## src/rtl/dot_accumulator_pkg.sv

```systemverilog
// dot_accumulator_pkg: state encodings and sum-width helper for the bit-serial dot-product stage
package dot_accumulator_pkg;
  typedef enum logic {ST_ACCUM = 1'b0, ST_HOLD = 1'b1} state_t;
  function automatic int sum_w(input int len);
    return $clog2(len + 1);
  endfunction
endpackage

```

## src/rtl/multiplier.sv

```systemverilog
// multiplier: 1-bit binary product
module multiplier (
  input  logic a,
  input  logic b,
  output logic prod
);
  assign prod = a & b;
endmodule

```

## src/rtl/dot_accumulator.sv

```systemverilog
// dot_accumulator: counts a&b ones over LEN-pair frames and holds each frame sum until accepted
module dot_accumulator
  import dot_accumulator_pkg::*;
#(
  parameter int LEN   = 8,
  parameter int SUM_W = sum_w(LEN)
) (
  input  logic             clk,
  input  logic             rst_n,
  input  logic             clear,
  input  logic             in_valid,
  output logic             in_ready,
  input  logic             a,
  input  logic             b,
  output logic             out_valid,
  input  logic             out_ready,
  output logic [SUM_W-1:0] sum,
  output logic [SUM_W-1:0] frame_cnt
);
  state_t state, state_nx;
  logic [SUM_W-1:0] acc, acc_nx, cnt_nx, sum_nx, acc_add;
  logic prod, last;
  multiplier u_mul (.a(a), .b(b), .prod(prod));
  assign in_ready  = (state == ST_ACCUM);
  assign out_valid = (state == ST_HOLD);
  assign acc_add   = acc + SUM_W'(prod);
  assign last      = (frame_cnt == SUM_W'(LEN - 1));
  always_comb begin
    state_nx = state;
    acc_nx   = acc;
    cnt_nx   = frame_cnt;
    sum_nx   = sum;
    if (clear) begin
      state_nx = ST_ACCUM;
      acc_nx   = '0;
      cnt_nx   = '0;
    end else if (state == ST_ACCUM && in_valid) begin
      acc_nx   = last ? '0 : acc_add;
      cnt_nx   = last ? '0 : frame_cnt + 1'b1;
      sum_nx   = last ? acc_add : sum;
      state_nx = last ? ST_HOLD : ST_ACCUM;
    end else if (state == ST_HOLD && out_ready) begin
      state_nx = ST_ACCUM;
    end
  end
  always_ff @(posedge clk or negedge rst_n) begin
    if (!rst_n) begin
      state     <= ST_ACCUM;
      acc       <= '0;
      frame_cnt <= '0;
      sum       <= '0;
    end else begin
      state     <= state_nx;
      acc       <= acc_nx;
      frame_cnt <= cnt_nx;
      sum       <= sum_nx;
    end
  end
endmodule

```

## config.mk

```make
export PLATFORM = sky130hd
export DESIGN_NAME = dot_accumulator
export DESIGN_NICKNAME = d
export VERILOG_FILES = /design/src/rtl/dot_accumulator_pkg.sv /design/src/rtl/multiplier.sv /design/src/rtl/dot_accumulator.sv
export SDC_FILE = /design/constraint.sdc
export NUM_CORES = 1
export LEC_CHECK = 0
export CAP_MARGIN = 20
export CORE_MARGIN = 4
export CORE_UTILIZATION = 49
export DETAILED_ROUTE_END_ITERATION = 12
export PLACE_DENSITY = 0.8
export SYNTH_ARGS = -nofsm -noshare
export SYNTH_HDL_FRONTEND = slang
export SYNTH_HIERARCHICAL = 1
export SYNTH_SLANG_ARGS = --single-unit
```

## constraint.sdc

```tcl
create_clock -name clk -period 2.3 [get_ports clk]
set_input_delay 0.46 -clock clk [delete_from_list [all_inputs] [get_ports clk]]
set_output_delay 0.46 -clock clk [all_outputs]
set_load 0.01 [all_outputs]
```

# Word-level counts from Yosys, hierarchy flattened
# Index checks and enable logic that the tools add are counted.
[classes] addsub=2 eq_ne=1 n_mux=10 bitwise=3 n_reduce_logical=5
[op_table] operator="4-bit two-way mux" n=6
[op_table] operator="4-bit by 1-bit adder with 4-bit output" n=1
[op_table] operator="4-bit by 1-bit adder with 4-bit output, second input constant" n=1
[op_table] operator="4-bit by 3-bit equality test with 1-bit output, second input constant" n=1
[op_table] operator="1-bit two-way mux" n=4
[op_table] operator="3-bit AND reduction" n=1
[op_table] operator="3-bit nonzero test" n=1
[op_table] operator="1-bit logical AND" n=2
[op_table] operator="1-bit NOT" n=2
[op_table] operator="2-bit nonzero test" n=1
[op_table] operator="1-bit AND" n=1
[totals] ff_bits=13 inputBits=7

# Longest topological paths before layout
# Gate-level depths: netlist of run 1.
[logic_depth] depth_word=5 ltp_mapped=5 mapped_depth_nobuf=5

# Modules after synthesis
# The synthesis of run 1 kept the hierarchy.
[modules_own_cells] mod="dot_accumulator" n_inst=1 cells_per_inst=52 area_each_um2=645.6 seq_area_each_um2=325.3
[modules_own_cells] mod="multiplier" n_inst=1 cells_per_inst=1 area_each_um2=6.3 seq_area_each_um2=0.0

# Worst setup path after synthesis of run 1
# OpenSTA, ideal clock, no wires.
[synth_timing] path_kind="register -> register" start="register frame_cnt[0]" end="register sum[0]" setup_ps=125 arrival_time_ps=1398 slack_ps=777 stages_incl_launch_ff=5 n_path_buf=0 cell_sequence="dfrtp_1 -> ha_1 -> nand3b_4 -> nor3_4 -> mux2_2"
[synth_between] elab_chain_len=2
[synth_rtl] item="start: declaration" line_no="dot_accumulator.sv:18" text="output logic [SUM_W-1:0] frame_cnt"
[synth_rtl] item="start signal: assignment" line_no="dot_accumulator.sv:55" text="frame_cnt <= cnt_nx;"
[synth_rtl] item="4-bit by 3-bit equality test with 1-bit output" line_no="dot_accumulator.sv:27" text="assign last = (frame_cnt == SUM_W'(LEN - 1));"
[synth_rtl] item="3-bit AND reduction (no line)"
[synth_rtl] item="end signal: assignment" line_no="dot_accumulator.sv:56" text="sum <= sum_nx;"
[synth_rtl] item="end: declaration" line_no="dot_accumulator.sv:17" text="output logic [SUM_W-1:0] sum,"
# No other way between the ends.
# A chain may end at the register's enable or synchronous reset.

# Final worst setup path of run 1
[layout_timing] start="register state, in the netlist out_valid" end="output in_ready"
[layout_between] elab_chain_len=1
[layout_rtl] item="start: declaration" line_no="dot_accumulator.sv:20" text="state_t state, state_nx;"
[layout_rtl] item="start signal: assignment" line_no="dot_accumulator.sv:53" text="state <= state_nx;"
[layout_rtl] item="1-bit NOT" line_no="dot_accumulator.sv:24" text="assign in_ready = (state == ST_ACCUM);"
[layout_rtl] item="end: declaration" line_no="dot_accumulator.sv:12" text="output logic in_ready,"
# No other way between the ends.

==> impl_metrics.env, run 1 <==
export IMPL_cp_slowest_stage_delay_ns=0.54
export IMPL_hold_start="frame_cnt[3]"
export IMPL_powerDensity_nw_per_um2=501
export IMPL_drive_gt1_share_pct=15.1
export IMPL_setup_violations=0
export IMPL_cp_start_kind="register"
export IMPL_synthCells=53
export IMPL_grt_usage_pct=14.8
export IMPL_grt_overflow=0
export IMPL_h_tree_depth=1
export IMPL_cts_tree="built"
export IMPL_slew_headroom_pct=61.5
export IMPL_drt_wirelength_per_cell_um=13.3
export IMPL_async_flop_share_pct=100
export IMPL_synth_edf_count=0
export IMPL_numCtsBuffers=3
export IMPL_ant_nets=0
export IMPL_final_nets=84
export IMPL_clk_pin_slew_ns=0.08
export IMPL_fin_crit_sh_pct=78.0
export IMPL_path_cells="inv_1 -> clkdlybuf4s50_1"
export IMPL_grt_pass1_wl_um=2120
export IMPL_synth_main_ff_cell="dfrtp_1"
export IMPL_syn_nets=63
export IMPL_dr_pass1_iters=4
export IMPL_fin_tns_setup_ns=0
export IMPL_mostFrequentLayoutCells="clkdlybuf4s50_1, dfrtp_1"
export IMPL_hold_viol_final=0
export IMPL_cts_sinks=13
export IMPL_drtIter0Drc=3
export IMPL_ys_seq_area_share_pct=49.9
export IMPL_crit_type="reg2out"
export IMPL_port_buffers=16
export IMPL_slowest_stage="clkdlybuf4s50_1"
export IMPL_placed_area_um2=830
export IMPL_grt_pass1_vias=504
export IMPL_power_leakage_nw=0.424
export IMPL_fmax_mhz=557
export IMPL_hp_class="reg2reg"
export IMPL_yosysWarningCount=6
export IMPL_die_y_um=44.5
export IMPL_synth_distinct_cells=24
export IMPL_critPathCaptureType="output port"
export IMPL_antenna_found_initial=0
export IMPL_coreArea_um2=1170
export IMPL_slew_violations=0
export IMPL_postLayoutCellArea_um2=856
export IMPL_cts_hold_buf=0
export IMPL_vias=485
export IMPL_drc_errors=0
export IMPL_crit_family="buffers and inverters"
export IMPL_die_area_um2=1980
export IMPL_dpl_hpwl_um=901
export IMPL_avgSynthCellArea_um2=12.3
export IMPL_cts_root_buf="clkbuf_4"
export IMPL_synth_seq_cells=13
export IMPL_cap_viol_max_count=0
export IMPL_cp_data_arrival_time_ns=1.33
export IMPL_critPathRequiredTime_ns=1.84
export IMPL_fp_row_count=12
export IMPL_critPathBufInv=2
export IMPL_irDropWorstVdd_v=0.000311
export IMPL_status="completed"
export IMPL_cts_setup_buffers=0
export IMPL_antenna_cells=0
export IMPL_grt_start_max_net_pins=14
export IMPL_clk_latency_ns=0.27
export IMPL_worstSetupStartpoint="out_valid"
export IMPL_rsz0062_at_grt="false"
export IMPL_fp_dieW_um=44.5
export IMPL_post_drt_via_cell_ratio=5.57
export IMPL_cts_resized=0
export IMPL_routed_wl_um=1150
export IMPL_cp_max_fo=5
export IMPL_worstMarginPinSlew_ns=0.576
export IMPL_area_growth_pct=31.3
export IMPL_fin_skew_ns=0.000858
export IMPL_initial_core_util_pct=55.7
export IMPL_final_common_cell="clkdlybuf4s50_1"
export IMPL_io_pins=17
export IMPL_fin_crit_ns=1.79
export IMPL_syn_area_um2=652
export IMPL_clk_path_buf_depth=2
export IMPL_timing_rr_start="frame_cnt[0]"
export IMPL_globalplace_congestion=0.707
## cell usage after synthesis (all sizes together), types with 2 or more instances
cell	n	area (um^2)
dfrtp	13	325
ha	3	37.5
inv	3	11.3
mux2	3	33.8
mux2i	3	30.0
nand3	3	15.0
xor2	3	26.3
a31oi	2	12.5
a32o	2	20.0
nand2	2	7.51
nand2b	2	12.5
nand3b	2	27.5
nor2	2	7.51
nor3	2	21.3
## state kept, by name, indices dropped and copies added, names as in the netlist
register	cells
sum	4
acc	4
out_valid	1
frame_cnt	4
## area by class of cell
class | instances | area, um^2
tap | 14 | 17.5
clock buffer | 4 | 26.3
timing repair buffer | 16 | 160
multi-input combinational | 37 | 315
fill | 87 | 315
inverter | 3 | 11.3
sequential | 13 | 325
## worst reg2reg max path, cell delays in order, from the launching register on
cell and delay [ns]:
dfrtp_1 0.43, ha_1 0.25, nand3b_4 0.14, nor3_4 0.31
mux2_2 0.37
## cells by family after synthesis
logic type      synth area share [%]
simple gates                    20.3
xor+xnor                        4.03
mux                             9.79
compound gates                  8.44
flops                           49.9
buf+inv                         1.73
fa+ha+maj                       5.76
## final timing paths
kind | to | slack (ns) | depth (start not counted)
setup / recovery | in_ready | 0.51 | 2
hold / removal | frame_cnt[3] | 0.51 | 1
setup reg to reg | sum[1] | 0.68 | 4
hold reg to reg | frame_cnt[3] | 0.51 | 1
max in group asynchronous | out_valid | 1.37 | 1
min in group asynchronous | frame_cnt[3] | 0.55 | 1
## metal layers
layer	GRT usage [%]	vias to the layer above	wire (um)
met2	23.2	13	564
li1	-	236	-
met5	0	-	0
met3	4.07	5	65
met4	9.04	0	31
met1	17.7	231	492
## through the flow
stage | power [mW] | hold slack [ns] | setup slack (ns) | utilization [%] | std cells
after detailed placement | 0.295 | 0.496 | 0.347 | 70.8 | 83
after global routing | 0.449 | 0.538 | 0.437 | 73.1 | 87
after floorplan | 0.264 | 0.164 | 0.777 | - | 53
final | 0.428 | 0.513 | 0.506 | 73.1 | 87
after global placement | 0.294 | 0.485 | 0.359 | 70.8 | 83
after CTS | 0.434 | 0.516 | 0.495 | 73.1 | 87
## report_power, final
group	total [mW]	switching (mW)	internal, mW
registers	0.240	0.00605	0.234
logic	0.0488	0.0224	0.0264
clock network	0.139	0.0720	0.0672
total	0.428	0.100	0.328
No activity file was read; power rests on OpenSTA's default activity.
==> inputs of run 2 (changes only) <==
- CORE_UTILIZATION: 49 -> 45
- PLACE_DENSITY: 0.8 -> 0.75
- clock period: 2.3 -> 1.8 ns (I/O delays scaled with it)
==> run 2 against run 1 <==
- register-to-register slack worse by 0.52 ns
- first-iteration DRC count increased by 67%
- critical endpoint unchanged
- final cell count increased by 5.7%
- critical path type unchanged
- wire length grew 4.6%
- highest routed layer unchanged
==> impl_metrics.env, run 2 (synthesized netlist as in run 1, its figures left out) <==
export IMPL_status="completed"
export IMPL_mostFrequentLayoutCells="clkdlybuf4s50_1, dfrtp_1, buf_4"
export IMPL_cts_setup_buffers=0
export IMPL_final_common_cell="clkdlybuf4s50_1"
export IMPL_fp_dieW_um=46.1
export IMPL_grt_usage_pct=13.8
export IMPL_post_drt_via_cell_ratio=5.49
export IMPL_h_tree_depth=1
export IMPL_irDropWorstVdd_v=0.000368
export IMPL_fin_skew_ns=0.00781
export IMPL_dpl_hpwl_um=936
export IMPL_setup_violations=0
export IMPL_grt_overflow=0
export IMPL_drt_wirelength_per_cell_um=13.1
export IMPL_cts_sinks=13
export IMPL_die_area_um2=2120
export IMPL_power_leakage_nw=0.445
export IMPL_fin_crit_ns=1.68
export IMPL_ant_nets=0
export IMPL_cp_data_arrival_time_ns=1.32
export IMPL_worstMarginPinSlew_ns=0.589
export IMPL_routed_wl_um=1210
export IMPL_antenna_found_initial=0
export IMPL_fillers=110
export IMPL_cts_root_buf="clkbuf_4"
export IMPL_drc_errors=0
export IMPL_die_y_um=46.1
export IMPL_placed_cells=88
export IMPL_hp_class="in2async"
export IMPL_fp_row_count=13
export IMPL_clk_pin_slew_ns=0.08
export IMPL_vias=505
export IMPL_place_ws_ns=-0.0413
export IMPL_dr_pass1_iters=4
export IMPL_cp_max_fo=5
export IMPL_grt_pass1_vias=461
export IMPL_io_pins=17
export IMPL_area_growth_pct=36.1
export IMPL_globalplace_congestion=0.764
export IMPL_initial_core_util_pct=48.9
export IMPL_hold_viol_final=0
export IMPL_r2r_setup_slack_ns=0.16
export IMPL_numCtsBuffers=3
export IMPL_stdcell_count=92
export IMPL_cts_hold_buf=0
export IMPL_grt_pass1_wl_um=1990
export IMPL_final_nets=88
export IMPL_slew_violations=0
export IMPL_path_cells="inv_1 -> clkdlybuf4s50_1"
export IMPL_slew_headroom_pct=60.6
export IMPL_drive_gt1_share_pct=19.5
export IMPL_fin_crit_sh_pct=93.4
export IMPL_drtIter0Drc=5
export IMPL_slowest_stage="clkdlybuf4s50_1"
export IMPL_worst_slack_ns=0.118
export IMPL_critPathRequiredTime_ns=1.44
export IMPL_cap_viol_max_count=0
export IMPL_powerDensity_nw_per_um2=618
export IMPL_grt_start_max_net_pins=14
export IMPL_antenna_cells=0
export IMPL_rsz0062_at_grt="false"
export IMPL_critPathCaptureType="output port"
export IMPL_crit_type="reg2out"
export IMPL_clk_latency_ns=0.27
export IMPL_cts_tree="built"
export IMPL_clk_path_buf_depth=2
export IMPL_cts_resized=0
export IMPL_cp_start_kind="register"
export IMPL_fmax_mhz=595
export IMPL_cp_slowest_stage_delay_ns=0.54
export IMPL_top_regs="acc: 4 flops, frame_cnt: 4 flops, sum: 4 flops"
export IMPL_port_buffers=16
export IMPL_coreArea_um2=1330
-- run 2: cell types whose count changed in the layout (fill, tap and decap cells not counted) --
cell,change
buf_4,+4
-- run 2: routing by layer --
| layer | routed length [um] | global-route usage [%] | vias to the layer above |
|---|---|---|---|
| met4 | 11 | 5.11 | 0 |
| li1 | - | - | 243 |
| met5 | 0 | 0 | - |
| met1 | 502 | 15.2 | 247 |
| met3 | 88 | 7.42 | 2 |
| met2 | 604 | 22.3 | 13 |
-- run 2: area by class of cell --
class	instances	area [um^2]	share of cell area, %
flip-flops and latches	13	325	36.7
multi-input cells	37	315	35.5
repair buffers	20	190	21.4
clock buffers	4	26.3	2.96
well taps	15	18.8	2.12
inverters	3	11.3	1.27
-- run 2: stage by stage --
stage | area [um^2] | TNS [ns] | util [%] | hold WS, ns | power (mW)
4_1_cts | 887 | 0 | 66.5 | 0.472 | 0.555
3_3_place_gp | 861 | -0.0244 | 64.5 | 0.484 | 0.380
2_1_floorplan | 652 | 0 | - | 0.0644 | 0.337
5_1_grt | 887 | 0 | 66.5 | 0.473 | 0.580
3_5_place_dp | 861 | -0.0413 | 64.5 | 0.498 | 0.382
6_report | 887 | 0 | 66.5 | 0.455 | 0.548
-- run 2: final timing paths --
| path | startpoint | endpoint | cells after the start |
|---|---|---|---|
| setup / recovery | out_valid | in_ready | 2 |
| hold / removal | rst_n | frame_cnt[2] | 1 |
| setup reg to reg | frame_cnt[0] | sum[0] | 4 |
| hold reg to reg | acc[0] | acc[0] | 1 |
| max in group asynchronous | rst_n | acc[3] | 1 |
| min in group clk | acc[0] | acc[0] | 1 |
-- run 2: worst max-delay path, delay by kind of cell (launching register included) --
family | cells | cell delay [ns]
buffers and inverters | 2 | 0.64
DFF | 1 | 0.42
-- run 2: power breakdown --
part | leakage, nW | switching [mW] | internal (mW)
registers | 0.176 | 0.00785 | 0.299
logic | 0.254 | 0.0297 | 0.0378
clock network | 0.0150 | 0.0873 | 0.0859
total | 0.445 | 0.125 | 0.423
==> inputs of run 3 (changes only) <==
- CORE_UTILIZATION: 45 -> 49
- HOLD_SLACK_MARGIN: not set -> 0.06
- PLACE_DENSITY: 0.75 -> 0.8
- clock period: 1.8 -> 2 ns (I/O delays scaled with it)
==> run 3 against run 2 <==
- worst setup slack better by 0.10 ns
- power fell by 8.7%
- non-clock buffer count is 2 lower
- first-iteration DRC count did not move
- core utilization grew 7.8 points
- clock power decreased by 5%
- hold slack better by 0.023 ns
- sequential share of layout area is 0.68 points higher
==> impl_metrics.env, run 3 (synthesized netlist as in run 1, its figures left out) <==
export IMPL_port_buffers=16
export IMPL_grt_overflow=0
export IMPL_drtIter0Drc=5
export IMPL_dr_pass1_iters=4
export IMPL_drt_wirelength_per_cell_um=14.4
export IMPL_numCtsBuffers=3
export IMPL_cts_setup_buffers=0
export IMPL_worstMarginPinSlew_ns=0.574
export IMPL_regArea_um2=325
export IMPL_fillers=93
export IMPL_hp_class="in2async"
export IMPL_globalplace_congestion=0.717
export IMPL_hold_viol_final=0
export IMPL_initial_core_util_pct=55.7
export IMPL_cp_slowest_stage_delay_ns=0.56
export IMPL_final_common_cell="clkdlybuf4s50_1"
export IMPL_cts_resized=0
export IMPL_post_drt_via_cell_ratio=5.85
export IMPL_antenna_found_initial=0
export IMPL_grt_usage_pct=15.0
export IMPL_stdcell_count=89
export IMPL_grt_pass1_wl_um=2180
export IMPL_grt_use_met3_pct=5.28
export IMPL_area_growth_pct=33.6
export IMPL_critPathRequiredTime_ns=1.60
export IMPL_status="completed"
export IMPL_slew_headroom_pct=61.6
export IMPL_fp_dieW_um=44.5
export IMPL_die_area_um2=1980
export IMPL_fin_tns_setup_ns=0
export IMPL_cp_data_arrival_time_ns=1.38
export IMPL_grt_use_met1_pct=16.7
export IMPL_final_nets=86
export IMPL_mostFrequentLayoutCells="clkdlybuf4s50_1, dfrtp_1"
export IMPL_slew_violations=0
export IMPL_cap_viol_max_count=0
export IMPL_multiInputGateArea_um2=315
export IMPL_powerDensity_nw_per_um2=575
export IMPL_power_leakage_nw=0.434
export IMPL_drive_gt1_share_pct=17.3
export IMPL_fmax_mhz=562
export IMPL_finalPower_mw=0.500
export IMPL_io_pins=17
export IMPL_cts_root_buf="clkbuf_4"
export IMPL_top_usage_layer="met2"
export IMPL_globalRouteMet2Util_pct=26.1
export IMPL_antenna_cells=0
export IMPL_fin_crit_ns=1.78
export IMPL_routed_wl_um=1290
export IMPL_cts_sinks=13
export IMPL_clk_path_buf_depth=2
export IMPL_placed_cells=85
export IMPL_critPathBufInv=2
export IMPL_rsz0062_at_grt="false"
export IMPL_cts_tree="built"
export IMPL_cts_hold_buf=0
export IMPL_worst_slack_ns=0.220
export IMPL_fp_row_count=12
export IMPL_fin_skew_ns=0.00880
export IMPL_setup_violations=0
export IMPL_grt_pass1_vias=517
export IMPL_drc_errors=0
export IMPL_clk_pin_slew_ns=0.08
export IMPL_grt_start_max_net_pins=14
export IMPL_crit_family="buffers and inverters"
export IMPL_cp_start_kind="register"
export IMPL_irDropWorstVdd_v=0.000453
export IMPL_critPathCaptureType="output port"
export IMPL_h_tree_depth=1
export IMPL_ant_nets=0
export IMPL_cp_max_fo=5
export IMPL_place_ws_ns=0.108
export IMPL_dpl_hpwl_um=998
export IMPL_vias=521
export IMPL_fin_util_pct=74.4
export IMPL_slowest_stage="clkdlybuf4s50_1"
export IMPL_clk_latency_ns=0.28
export IMPL_crit_type="reg2out"
export IMPL_fin_crit_sh_pct=89.0
export IMPL_coreArea_um2=1170
export IMPL_path_cells="inv_1 -> clkdlybuf4s50_1"
export IMPL_die_y_um=44.5
export IMPL_top_regs="acc: 4 flops, frame_cnt: 4 flops, sum: 4 flops"
==> run 3: changes by cell type in the layout (fill, tap and decap cells not counted) <==
| cell | change |
|---|---|
| buf_4 | -2 |
==> run 3: worst paths after layout <==
| check | startpoint | end | slack, ns | cells after the start |
|---|---|---|---|---|
| worst max-delay path | out_valid | in_ready | 0.22 | 2 |
| worst min-delay path | rst_n | frame_cnt[1] | 0.48 | 1 |
| worst max register to register | frame_cnt[0] | sum[1] | 0.38 | 4 |
| worst min register to register | sum[2] | sum[2] | 0.51 | 1 |
| max in group asynchronous | rst_n | sum[3] | 1.14 | 1 |
| min in group clk | sum[2] | sum[2] | 0.51 | 1 |
==> run 3: metrics by stage <==
stage | cell area [um^2] | hold slack [ns]
after floorplan | 652 | 0.104
after global placement | 845 | 0.485
after detailed placement | 845 | 0.498
after CTS | 871 | 0.504
after global routing | 871 | 0.535
final | 871 | 0.479
==> run 3: metal layers <==
layer / share of wire, % / up-vias
li1: - / 240
met1: 40 / 252
met2: 50 / 23
met3: 7.7 / 6
met4: 1.8 / 0
met5: 0 / -
==> run 3: cell type report <==
cell class	count	share of cell area, %
flip-flops and latches	13	37.4
multi-input cells	37	36.2
repair buffers	18	20.1
clock buffers	4	3.02
well taps	14	2.01
inverters	3	1.29
==> run 3: where the power goes <==
group	switching, mW	internal, mW	leakage (nW)	total, mW
sequential	0.00716	0.269	0.176	0.277
combinational	0.0269	0.0328	0.244	0.0597
clock	0.0868	0.0774	0.0150	0.164
total	0.121	0.380	0.434	0.500
